`src/rtl/updown_count_scheduler.sv`:
```
// Two requesters share one wrap-around up/down counter through a round-robin arbiter.
// An accepted command steps the counter once per cycle, then pulses done to its owner.
module updown_count_scheduler #(
    parameter int N     = 4,
    parameter int TOP   = 15,
    parameter int STEPW = 4
) (
    input  logic             clk,
    input  logic             reset,
    input  logic             req0_valid,
    input  logic             req0_dir,
    input  logic [STEPW-1:0] req0_steps,
    output logic             req0_ready,
    input  logic             req1_valid,
    input  logic             req1_dir,
    input  logic [STEPW-1:0] req1_steps,
    output logic             req1_ready,
    output logic [N-1:0]     count,
    output logic             busy,
    output logic             owner,
    output logic             done,
    output logic             done_id,
    output logic             wrap
);

    // state | meaning
    // IDLE  | waiting for a command; arbiter drives the ready outputs
    // RUN   | stepping count once per cycle until remaining runs out
    // DONE  | one-cycle completion pulse to the owning requester
    typedef enum logic [1:0] {
        IDLE = 2'd0,
        RUN  = 2'd1,
        DONE = 2'd2
    } state_t;

    localparam logic [N-1:0] TOP_V = N'(TOP);

    state_t           state;
    logic             last_grant;
    logic             dir_q;
    logic [STEPW-1:0] remaining;

    logic             grant0;
    logic             grant1;
    logic             acc_id;
    logic             acc_dir;
    logic [STEPW-1:0] acc_steps;
    logic [N-1:0]     count_next;
    logic             wrap_next;

    // On a tie the requester that did not win last time is granted.
    always_comb begin
        grant0 = req0_valid && (!req1_valid || last_grant);
        grant1 = req1_valid && (!req0_valid || !last_grant);
    end

    assign req0_ready = (state == IDLE) && grant0;
    assign req1_ready = (state == IDLE) && grant1;

    always_comb begin
        acc_id    = req1_ready;
        acc_dir   = req1_ready ? req1_dir   : req0_dir;
        acc_steps = req1_ready ? req1_steps : req0_steps;
    end

    always_comb begin
        count_next = count;
        wrap_next  = 1'b0;
        if (dir_q) begin
            if (count == TOP_V) begin
                count_next = '0;
                wrap_next  = 1'b1;
            end else begin
                count_next = count + N'(1);
            end
        end else begin
            if (count == '0) begin
                count_next = TOP_V;
                wrap_next  = 1'b1;
            end else begin
                count_next = count - N'(1);
            end
        end
    end

    always_ff @(posedge clk) begin
        if (reset) begin
            state      <= IDLE;
            count      <= '0;
            busy       <= 1'b0;
            owner      <= 1'b0;
            done       <= 1'b0;
            done_id    <= 1'b0;
            wrap       <= 1'b0;
            last_grant <= 1'b1;
            dir_q      <= 1'b0;
            remaining  <= '0;
        end else begin
            done <= 1'b0;
            wrap <= 1'b0;
            case (state)
                IDLE: begin
                    if (req0_ready || req1_ready) begin
                        owner      <= acc_id;
                        last_grant <= acc_id;
                        dir_q      <= acc_dir;
                        remaining  <= acc_steps;
                        busy       <= 1'b1;
                        if (acc_steps == '0) begin
                            state   <= DONE;
                            done    <= 1'b1;
                            done_id <= acc_id;
                        end else begin
                            state <= RUN;
                        end
                    end
                end
                RUN: begin
                    count     <= count_next;
                    wrap      <= wrap_next;
                    remaining <= remaining - STEPW'(1);
                    if (remaining == STEPW'(1)) begin
                        state   <= DONE;
                        done    <= 1'b1;
                        done_id <= owner;
                    end
                end
                DONE: begin
                    state <= IDLE;
                    busy  <= 1'b0;
                end
                default: begin
                    state <= IDLE;
                    busy  <= 1'b0;
                end
            endcase
        end
    end

endmodule

```
`config.mk`:
```
export PLATFORM = sky130hd
export DESIGN_NAME = updown_count_scheduler
export DESIGN_NICKNAME = d
export VERILOG_FILES = /design/src/rtl/updown_count_scheduler.sv
export SDC_FILE = /design/constraint.sdc
export NUM_CORES = 1
export LEC_CHECK = 0
export BUFFER_PORTS_ARGS = -buffer_cell sky130_fd_sc_hd__clkbuf_2
export CORE_MARGIN = 2
export CORE_UTILIZATION = 47
export DETAILED_ROUTE_END_ITERATION = 16
export PLACE_DENSITY = 0.84
export SETUP_SLACK_MARGIN = 0.15
export SLEW_MARGIN = 0
export SYNTH_ARGS = -nofsm -noshare
export SYNTH_HDL_FRONTEND = slang
export SYNTH_SLANG_ARGS = --single-unit
```
`constraint.sdc`:
```
create_clock -name clk -period 1.5 [get_ports clk]
set_input_delay 0.075 -clock clk [delete_from_list [all_inputs] [get_ports clk]]
set_output_delay 0.075 -clock clk [all_outputs]
set_load 0.005 [all_outputs]
```
==> impl_results.md, run 1 <==
* Status: finished, final reports clean
* Hold crit path type: in -> reg
* Mean Syn Cell Area at 7.73 sq um
* Post-route DRC at 0
* Root buf cell: clkbuf_4
* Area delta synth->final at 32.5%
* Core area at about 2000 sq um
* Async set or reset register ratio after synthesis at 0
* Via count at ~1100
* Tcrit/Tclk final at 0.899
* Die H at roughly 50 um
* Hold WS at around 0.055 ns
* Nets at 188
* Die X at approximately 51 um
* First-pass GRT wire length at 4350 um
* Synth area leader: dfxtp_1
* CP Max Fanout at 6
* PortBufs at 24
* Final min period at 1.35 ns
* DR iter-0 viols at 12
* Clock transition at the registers of the reported paths at approximately 0.1 ns
* Worst setup EP type: register
* R2r setup slk at ~0.15 ns
* # setup viols final at 0
* CP Launch Type: register
* Clock latency on the worst-skew pair at about 0.29 ns
* YS warnings at 0
* Via density at 5.59
* Final WL at about 2600 um
* CTS tree: done
* Final Slew Violations at 0
* #FFs+latches synth at 17
* DRT antenna net count at 0
* Setup TNS at 0 ns
* Pre-Repair DR Iteration Count at 4
* Congestion Overflow GR at 0
* # diodes at 0
* LEAKAGE at between 0.0005 and 0.0006 uW
* CTS Sinks at 17
* Post-synth EDFFs at 0
* Yosys top cell area share at 0.329
* Crit Path Category: reg -> reg
* Total GRT Usage at 0.216
* Hold Violations, Final at 0
* Clk buf depth at 2
* Relative slew margins at 0.690
* Ports at 25
* Die area at around 2600 sq um
* Primary FF master, synth: dfxtp_1
* Register area share after synthesis at 0.329
* Synth cell types at between 40 and 50
* Share of cells above drive strength 1 at 0.411
* Final HPWL DP at between 1500 and 2000 um
* Synth Instances at 134
* Clock Skew at 0.00553 ns
* Post-synth top cells: dfxtp_1 (17), nand2_1 (17), nor2_1 (15)
* Htree depth at 1
* Pwr/cell area at just over 1000 nW/um^2
* RSZ-0062 raised after global routing: yes
* CTS Buf Count at 3
* Max Cap Violations at 0
* Arrival time worst endpoint at roughly 1.5 ns
* Initial antenna violation count at 0
* Syn_nets at 153
* Initial Utilization at 0.512
* WP data required at between 1.5 and 2 ns
* Worst-Margin Slew at 0.462 ns
* Syn Std Cell Area at a little over 1000 sq um
* FMAX at ~740 MHz
* Gpl congestion at approximately 0.85
* WL/cell at between 10 and 15 um
* Num rows at 16
* VDD IR-drop max at approximately 0.00063 V
* Top cells by area, synth: dfxtp_1 (33%), nand2_1 (6.2%), ha_1 (6.0%)
* Largest net degree at the start of global routing at 19
* Number of global-route vias before repair at around 1100
## repair_timing
action                                  4_1_cts  5_1_grt
buffers inserted                              5        2
hold buffers                                  0        0
resized for setup                            14       21
pin swaps                                     0        8
endpoints found under the setup margin        9       12
## final timing paths
path                     endpoint  cells after the start                   from
max          done_id$_SDFFE_PP0P_                      4  state[0]$_SDFFE_PP0P_
min            dir_q$_SDFFE_PP0P_                      3               req0_dir
max reg2reg  done_id$_SDFFE_PP0P_                      4  state[0]$_SDFFE_PP0P_
min reg2reg     busy$_SDFFE_PP0P_                      2      busy$_SDFFE_PP0P_
## worst max-delay path: stages (launching register included)
cell     delay, ns
dfxtp_4       0.38
nor3b_4       0.27
nand3_2       0.10
and3_4        0.19
mux2_4        0.29
## layout by cell type, fill, tap and decap left out, drive strengths merged
master   netlist  final
a2111oi        1      1
a211o          1      1
a21o           4      4
a21oi         10     10
a2bb2oi        1      1
a311oi         2      2
a31oi          3      3
a41oi          1      1
and2           1      1
and3           2      2
buf            4     12
clkbuf         2     28
dfxtp         17     17
ha             5      5
inv            6      7
mux2           1      1
nand2         17     17
nand2b         2      2
nand3          7      7
nor2          15     15
nor2b          2      2
nor3           6      6
nor3b          2      2
nor4           2      2
o2111ai        1      1
o21a           1      1
o21ai         11     11
o21ba          1      1
o221ai         1      1
o31ai          1      1
or2            1      1
or3b           1      1
xnor2          1      1
## stage by stage
step	setup WS [ns]	cell area, sq um	instances	total power, uW	util
after floorplan	0.156	1040	134	921	-
after global placement	0.105	1210	184	1040	0.597
after detailed placement	0.0370	1210	184	1080	0.597
after CTS	0.148	1310	193	1380	0.647
after global routing	0.0904	1370	195	1520	0.679
final	0.152	1370	195	1420	0.679
## report_power, final
group / total [uW] / internal, uW / switching (uW)
combinational: 563 / 282 / 281
clock: 248 / 103 / 145
sequential: 608 / 519 / 89.1
total: 1420 / 904 / 515
## cell type report
type	count	area, sq um
clock buffer	4	26.3
tap	27	33.8
multi-input combinational	104	711
sequential	17	358
timing repair buffer	36	218
fill	172	649
inverter	7	26.3
## routing by layer
layer	share of wire	global-route usage	vias to the layer above
met1	0.43	0.239	510
met4	0.018	0.0811	0
met2	0.52	0.409	28
met3	0.035	0.0351	8
li1	-	-	544
met5	0	0	-
## cells by family (layout without fill, tap and decap cells)
family,Yosys count,in the layout,synth area share
and+or+nand+nor,58,58,0.277
xor gates and xnor gates,1,1,0.00846
AOI/OAI and AO/OA,39,39,0.258
DFF,17,17,0.329
adders and majority gates,5,5,0.0604
muxes,1,1,0.0145
buffers and inverters,13,47,0.0531
## state kept, by name, summed over array words and instances, names as in the netlist
register	flops
count	4
remaining	4
state	2
busy	1
dir_q	1
done	1
done_id	1
last_grant	1
owner	1
wrap	1
(Power assumes the default switching activity.)
==> run 2: changes to the inputs <==
--- a/config.mk
+++ b/config.mk
@@ -7,9 +7,9 @@
 export LEC_CHECK = 0
 export BUFFER_PORTS_ARGS = -buffer_cell sky130_fd_sc_hd__clkbuf_2
 export CORE_MARGIN = 2
-export CORE_UTILIZATION = 47
+export CORE_UTILIZATION = 52
 export DETAILED_ROUTE_END_ITERATION = 16
-export PLACE_DENSITY = 0.84
+export PLACE_DENSITY = 0.88
 export SETUP_SLACK_MARGIN = 0.15
 export SLEW_MARGIN = 0
 export SYNTH_ARGS = -nofsm -noshare
==> constraint.sdc (replaced) <==
create_clock -name clk -period 1.47 [get_ports clk]
set_input_delay 0.0735 -clock clk [delete_from_list [all_inputs] [get_ports clk]]
set_output_delay 0.0735 -clock clk [all_outputs]
set_load 0.005 [all_outputs]
==> impl_results.md, run 2 (same netlist as run 1, synthesis figures left out) <==
* Via density at 5.86
* Sequential share of power at 0.420
* FMAX at between 700 and 800 MHz
* PortBufs at 24
* Pre-Repair DR Iteration Count at 5
* Switching Share at 0.374
* Final Slew Violations at 0
* Most common cell after layout, fill and taps aside: clkbuf_2
* Area after DPL at 1210 sq um
* Number of global-route vias before repair at approximately 1100
* Met3 Use GR at 0.0309
* CP Max Fanout at 7
* CP Launch Type: register
* Hold WS at 0.0421 ns
* Root buf cell: clkbuf_4
* Die area at roughly 2400 sq um
* Htree depth at 1
* Status: finished, final reports clean
* # diodes at 0
* Max Cap Violations at 0
* DRT antenna net count at 0
* Clock Skew at between 0.007 and 0.008 ns
* Nets at between 150 and 200
* VDD IR-drop max at 0.000745 V
* Clock Power Share at 0.178
* Die H at 48.6 um
* Pwr Total at around 1500 uW
* CTS Sinks at 17
* Die X at between 40 and 50 um
* Hold-fix buffer count after cts at 0
* CTS tree: done
* Hold Violations, Final at 0
* Initial antenna violation count at 0
* Cell area after layout at approximately 1400 sq um
* CTS Buf Count at 3
* Net Sw Power at between 500 and 600 uW
* Core area at roughly 1900 sq um
* Post-route DRC at 0
* Worst setup EP type: register
* Tcrit/Tclk final at 0.955
* DR iter-0 viols at 28
* Hold crit path type: in -> reg
* Share of cells above drive strength 1 at 0.438
* Logic pwr share at 0.402
* Grt met1 use at 0.251
* Initial Utilization at 0.539
* Final HPWL DP at between 1500 and 2000 um
* Arrival time worst endpoint at between 1.5 and 2 ns
* Area delta synth->final at 35.4%
* Gpl congestion at approximately 0.86
* First-pass GRT wire length at 4590 um
* LEAKAGE at roughly 0.0006 uW
* Top flop regs: count (4), remaining (4), state (2)
* RSZ-0062 raised after global routing: yes
* Clk buf depth at 2
* WP data required at 1.66 ns
* Ports at 25
* Met2 Usage GRT at 0.482
* Most frequent cells in the layout: clkbuf_2 (23), nor2_1 (14), nand2_1 (14)
* Crit Path Category: reg -> reg
* Worst-Margin Slew at ~0.42 ns
* Clock transition at the registers of the reported paths at 0.11 ns
* Setup TNS at 0 ns
* Total GRT Usage at 0.242
* Fillers at around 160
* Num rows at 16
* WL/cell at ~14 um
* Final WL at approximately 2700 um
* Via count at 1148
* Register area at ~360 sq um
* Busiest grt layer: met2
* Final min period at ~1.4 ns
* Relative slew margins at 0.715
* Internal power at 931 uW
* Clock latency on the worst-skew pair at ~0.3 ns
* Largest net degree at the start of global routing at 19
* Pwr/cell area at approximately 1100 nW/um^2
* # setup viols final at 0
* Congestion Overflow GR at 0
* Area of the multi-input gates at roughly 730 sq um
run 2: changes by cell type in the layout (fill, tap and decap cells not counted), moves of 2 or more:
cell	change
nor3_2	+2
clkinv_2	+2
dfxtp_2	-3
ha_2	+2
dfxtp_1	+2
inv_1	-2
nor3_1	-2
run 2: area by class of cell:
type                            instances  share of cell area
Tap cell                               27              0.0241
Clock inverter                          1             0.00357
Timing Repair Buffer                   37               0.163
Inverter                                7              0.0196
Multi-Input combinational cell        104               0.518
Clock buffer                            3              0.0161
Sequential cell                        17               0.255
run 2: final timing paths:
| check | from | end | slack [ns] | depth (start not counted) |
|---|---|---|---|---|
| worst min register to register | busy$_SDFFE_PP0P_ | busy$_SDFFE_PP0P_ | 0.48 | 2 |
| worst max register to register | state[1]$_SDFFE_PP0P_ | done_id$_SDFFE_PP0P_ | 0.07 | 4 |
| worst max-delay path | state[1]$_SDFFE_PP0P_ | done_id$_SDFFE_PP0P_ | 0.07 | 4 |
| worst min-delay path | req1_dir | dir_q$_SDFFE_PP0P_ | 0.04 | 3 |
run 2: critical path, stage by stage, from the launching register on:
cell     delay (ns)
dfxtp_4        0.41
nor3b_4        0.26
nand3_2        0.13
and3_4         0.20
mux2_4         0.29
run 2: timing repair:
| action | in CTS | in global routing |
|---|---|---|
| setup endpoints to repair | 11 | 13 |
| resized for setup | 18 | 20 |
| pin swaps | 4 | 8 |
| buffers inserted | 9 | 0 |
run 2: per-layer routing:
layer  vias to the layer above  part of all wire
met5                         -                 0
met4                         0             0.019
met3                        10             0.059
met2                        46              0.53
met1                       542              0.39
li1                        550                 -
run 2: power groups by stage:
stage	logic (uW)	registers [uW]	clock network, uW
detailed placement	472	626	0
floorplan	352	594	0
CTS	554	614	268
global placement	447	618	0
finish	597	624	265
global route	667	633	280
run 2: through the flow:
step | std cells | worst slack (ns) | utilization
2_1_floorplan | 134 | 0.161 | -
6_report | 196 | 0.0654 | 0.730
3_5_place_dp | 183 | 0.0660 | 0.628
4_1_cts | 196 | 0.107 | 0.701
5_1_grt | 196 | 0.0333 | 0.730
3_3_place_gp | 183 | 0.123 | 0.628
==> run 3: changes to the inputs <==
--- a/config.mk
+++ b/config.mk
@@ -5,11 +5,12 @@
 export SDC_FILE = /design/constraint.sdc
 export NUM_CORES = 1
 export LEC_CHECK = 0
+export ABC_AREA = 1
 export BUFFER_PORTS_ARGS = -buffer_cell sky130_fd_sc_hd__clkbuf_2
 export CORE_MARGIN = 2
-export CORE_UTILIZATION = 52
+export CORE_UTILIZATION = 51
 export DETAILED_ROUTE_END_ITERATION = 16
-export PLACE_DENSITY = 0.88
+export PLACE_DENSITY = 0.87
 export SETUP_SLACK_MARGIN = 0.15
 export SLEW_MARGIN = 0
 export SYNTH_ARGS = -nofsm -noshare
==> impl_results.md, run 3 <==
* Via density at 5.19
* Post-Place Cells at around 190
* Net Sw Power at 1040 uW
* Tcrit/Tclk final at 0.945
* # diodes at 0
* Syn Std Cell Area at a little under 1000 sq um
* First-pass GRT wire length at 3560 um
* Initial Utilization at 0.549
* Area delta synth->final at 24.5%
* Pwr/cell area at around 1900 nW/um^2
* Htree depth at 1
* Mean Syn Cell Area at ~7 sq um
* Status: finished, final reports clean
* YS warnings at 0
* DR iter-0 viols at 23
* Area after DPL at ~1100 sq um
* Final min period at 1.39 ns
* Largest net degree at the start of global routing at 11
* CTS tree: done
* Async set or reset register ratio after synthesis at 0
* Count leader, synth: nand2_1
* Register area at between 300 and 400 sq um
* Pre-Repair DR Iteration Count at 4
* Setup TNS at 0 ns
* Ports at 25
* Number of global-route vias before repair at ~910
* Top cells by area, synth: dfxtp_1 (35%), nand2_1 (13%), a21oi_1 (6.7%)
* Root buf cell: clkbuf_4
* Synth cell types at 24
* Post-synth top cells: nand2_1 (33), dfxtp_1 (17), inv_1 (16)
* Worst setup EP type: output pin
* Primary FF master, synth: dfxtp_1
* Post-route DRC at 0
* Crit Path Category: reg -> out
* Post-synth EDFFs at 0
* Clock transition at the registers of the reported paths at approximately 0.10 ns
* Layout Cells excl Fill at slightly below 200
* CP Launch Type: register
* Num rows at 15
* Worst-Margin Slew at ~0.36 ns
* Fillers at about 160
* Clock Skew at 0.00855 ns
* Syn_nets at about 160
* Register area share after synthesis at 0.351
* Via count at about 1000
* FMAX at between 700 and 800 MHz
* Most common cell after layout, fill and taps aside: nand2_1
* Nets at 190
* Relative slew margins at 0.759
* Die X at between 40 and 50 um
* Most frequent cells in the layout: nand2_1 (29), clkbuf_2 (24), inv_1 (15), dfxtp_1 (15), a21oi_1 (13)
* Die H at between 40 and 50 um
* Core area at 1760 sq um
* Yosys top cell area share at 0.351
* Initial antenna violation count at 0
* Clock Power Share at 0.111
* VDD IR-drop max at between 0.0009 and 0.001 V
* RSZ-0062 raised after global routing: yes
* Max Cap Violations at 0
* Final WL at approximately 2300 um
* Hold Violations, Final at 0
* Final Slew Violations at 0
* Final HPWL DP at 1810 um
* Pwr Total at 2270 uW
* #FFs+latches synth at 17
* Share of cells above drive strength 1 at 0.288
* Hold crit path type: in -> reg
* Hold WS at approximately 0.09 ns
* # setup viols final at 0
* DRT antenna net count at 0
* Sequential share of power at 0.336
* CTS Buf Count at 3
* Synth Instances at roughly 140
* Switching Share at 0.458
* Congestion Overflow GR at 0
* CTS Sinks at 17
* Hold-fix buffer count after cts at 0
* Gpl congestion at 0.846
* CP Max Fanout at 6
* Top flop regs: count (4), remaining (4), state (2)
* WP data required at ~1.4 ns
* Die area at 2260 sq um
* Arrival time worst endpoint at 1.32 ns
* Clock latency on the worst-skew pair at about 0.30 ns
* Total GRT Usage at 0.225
* LEAKAGE at 0.000608 uW
* WL/cell at 11.8 um
* Internal power at between 1000 and 1500 uW
* PortBufs at 24
* Area of the multi-input gates at 569 sq um
* Synth area leader: dfxtp_1
* Logic pwr share at 0.554
* Clk buf depth at 2
* Cell area after layout at between 1000 and 1500 sq um
==> run 3: critical path, stage by stage, from the launching register on <==
cell and delay, ns:
dfxtp_4 0.38, nor2_4 0.17, nand3_4 0.12, buf_4 0.16, inv_1 0.08, clkbuf_2 0.11
==> run 3: final timing paths <==
check | start | to | slack (ns) | cells after the start
setup / recovery | state[1]$_SDFFE_PP0P_ | req1_ready | 0.08 | 5
hold / removal | reset | state[1]$_SDFFE_PP0P_ | 0.09 | 2
setup reg to reg | state[1]$_SDFFE_PP0P_ | done_id$_SDFFE_PP0P_ | 0.08 | 9
hold reg to reg | busy$_SDFFE_PP0P_ | busy$_SDFFE_PP0P_ | 0.47 | 2
==> run 3: power groups by stage <==
stage	Combinational [uW]	Clock, uW	Sequential [uW]
global placement	1100	0	761
detailed placement	1170	0	766
CTS	1230	255	761
global route	1410	277	788
floorplan	835	0	750
finish	1260	251	764
==> run 3: cell families (layout without fill, tap and decap cells) <==
group	Yosys count	count (layout)	synth area share
compound gates	28	28	0.155
xor+xnor	3	3	0.0271
fa+ha+maj	5	5	0.0646
buf+inv	21	52	0.0840
flops	17	17	0.351
simple gates	65	65	0.318
==> run 3: what timing repair did <==
action                                  4_1_cts  5_1_grt
gates resized for setup                       5        5
pin swaps                                     3        4
endpoints found under the hold margin         0        0
endpoints found under the setup margin        4        7
setup buffers                                 4        0
==> run 3: final cells by class <==
class | count | share of cell area
clock buffers | 3 | 0.0187
clock inverters | 1 | 0.00415
inverters | 18 | 0.0560
multi-input cells | 101 | 0.472
flip-flops and latches | 17 | 0.286
well taps | 25 | 0.0259
repair buffers | 30 | 0.137
==> run 3: stage by stage <==
| stage | setup WS [ns] | utilization |
|---|---|---|
| after detailed placement | 0.0520 | 0.635 |
| after global routing | 0.0108 | 0.684 |
| after floorplan | 0.206 | - |
| final | 0.0807 | 0.684 |
| after global placement | 0.138 | 0.635 |
| after CTS | 0.0968 | 0.672 |
==> run 3: metal layers <==
metal | vias to the layer above | track usage | share of wire
met5 | - | 0 | 0
li1 | 520 | - | -
met2 | 24 | 0.422 | 0.51
met3 | 5 | 0.0377 | 0.033
met1 | 464 | 0.243 | 0.45
met4 | 0 | 0.108 | 0.017
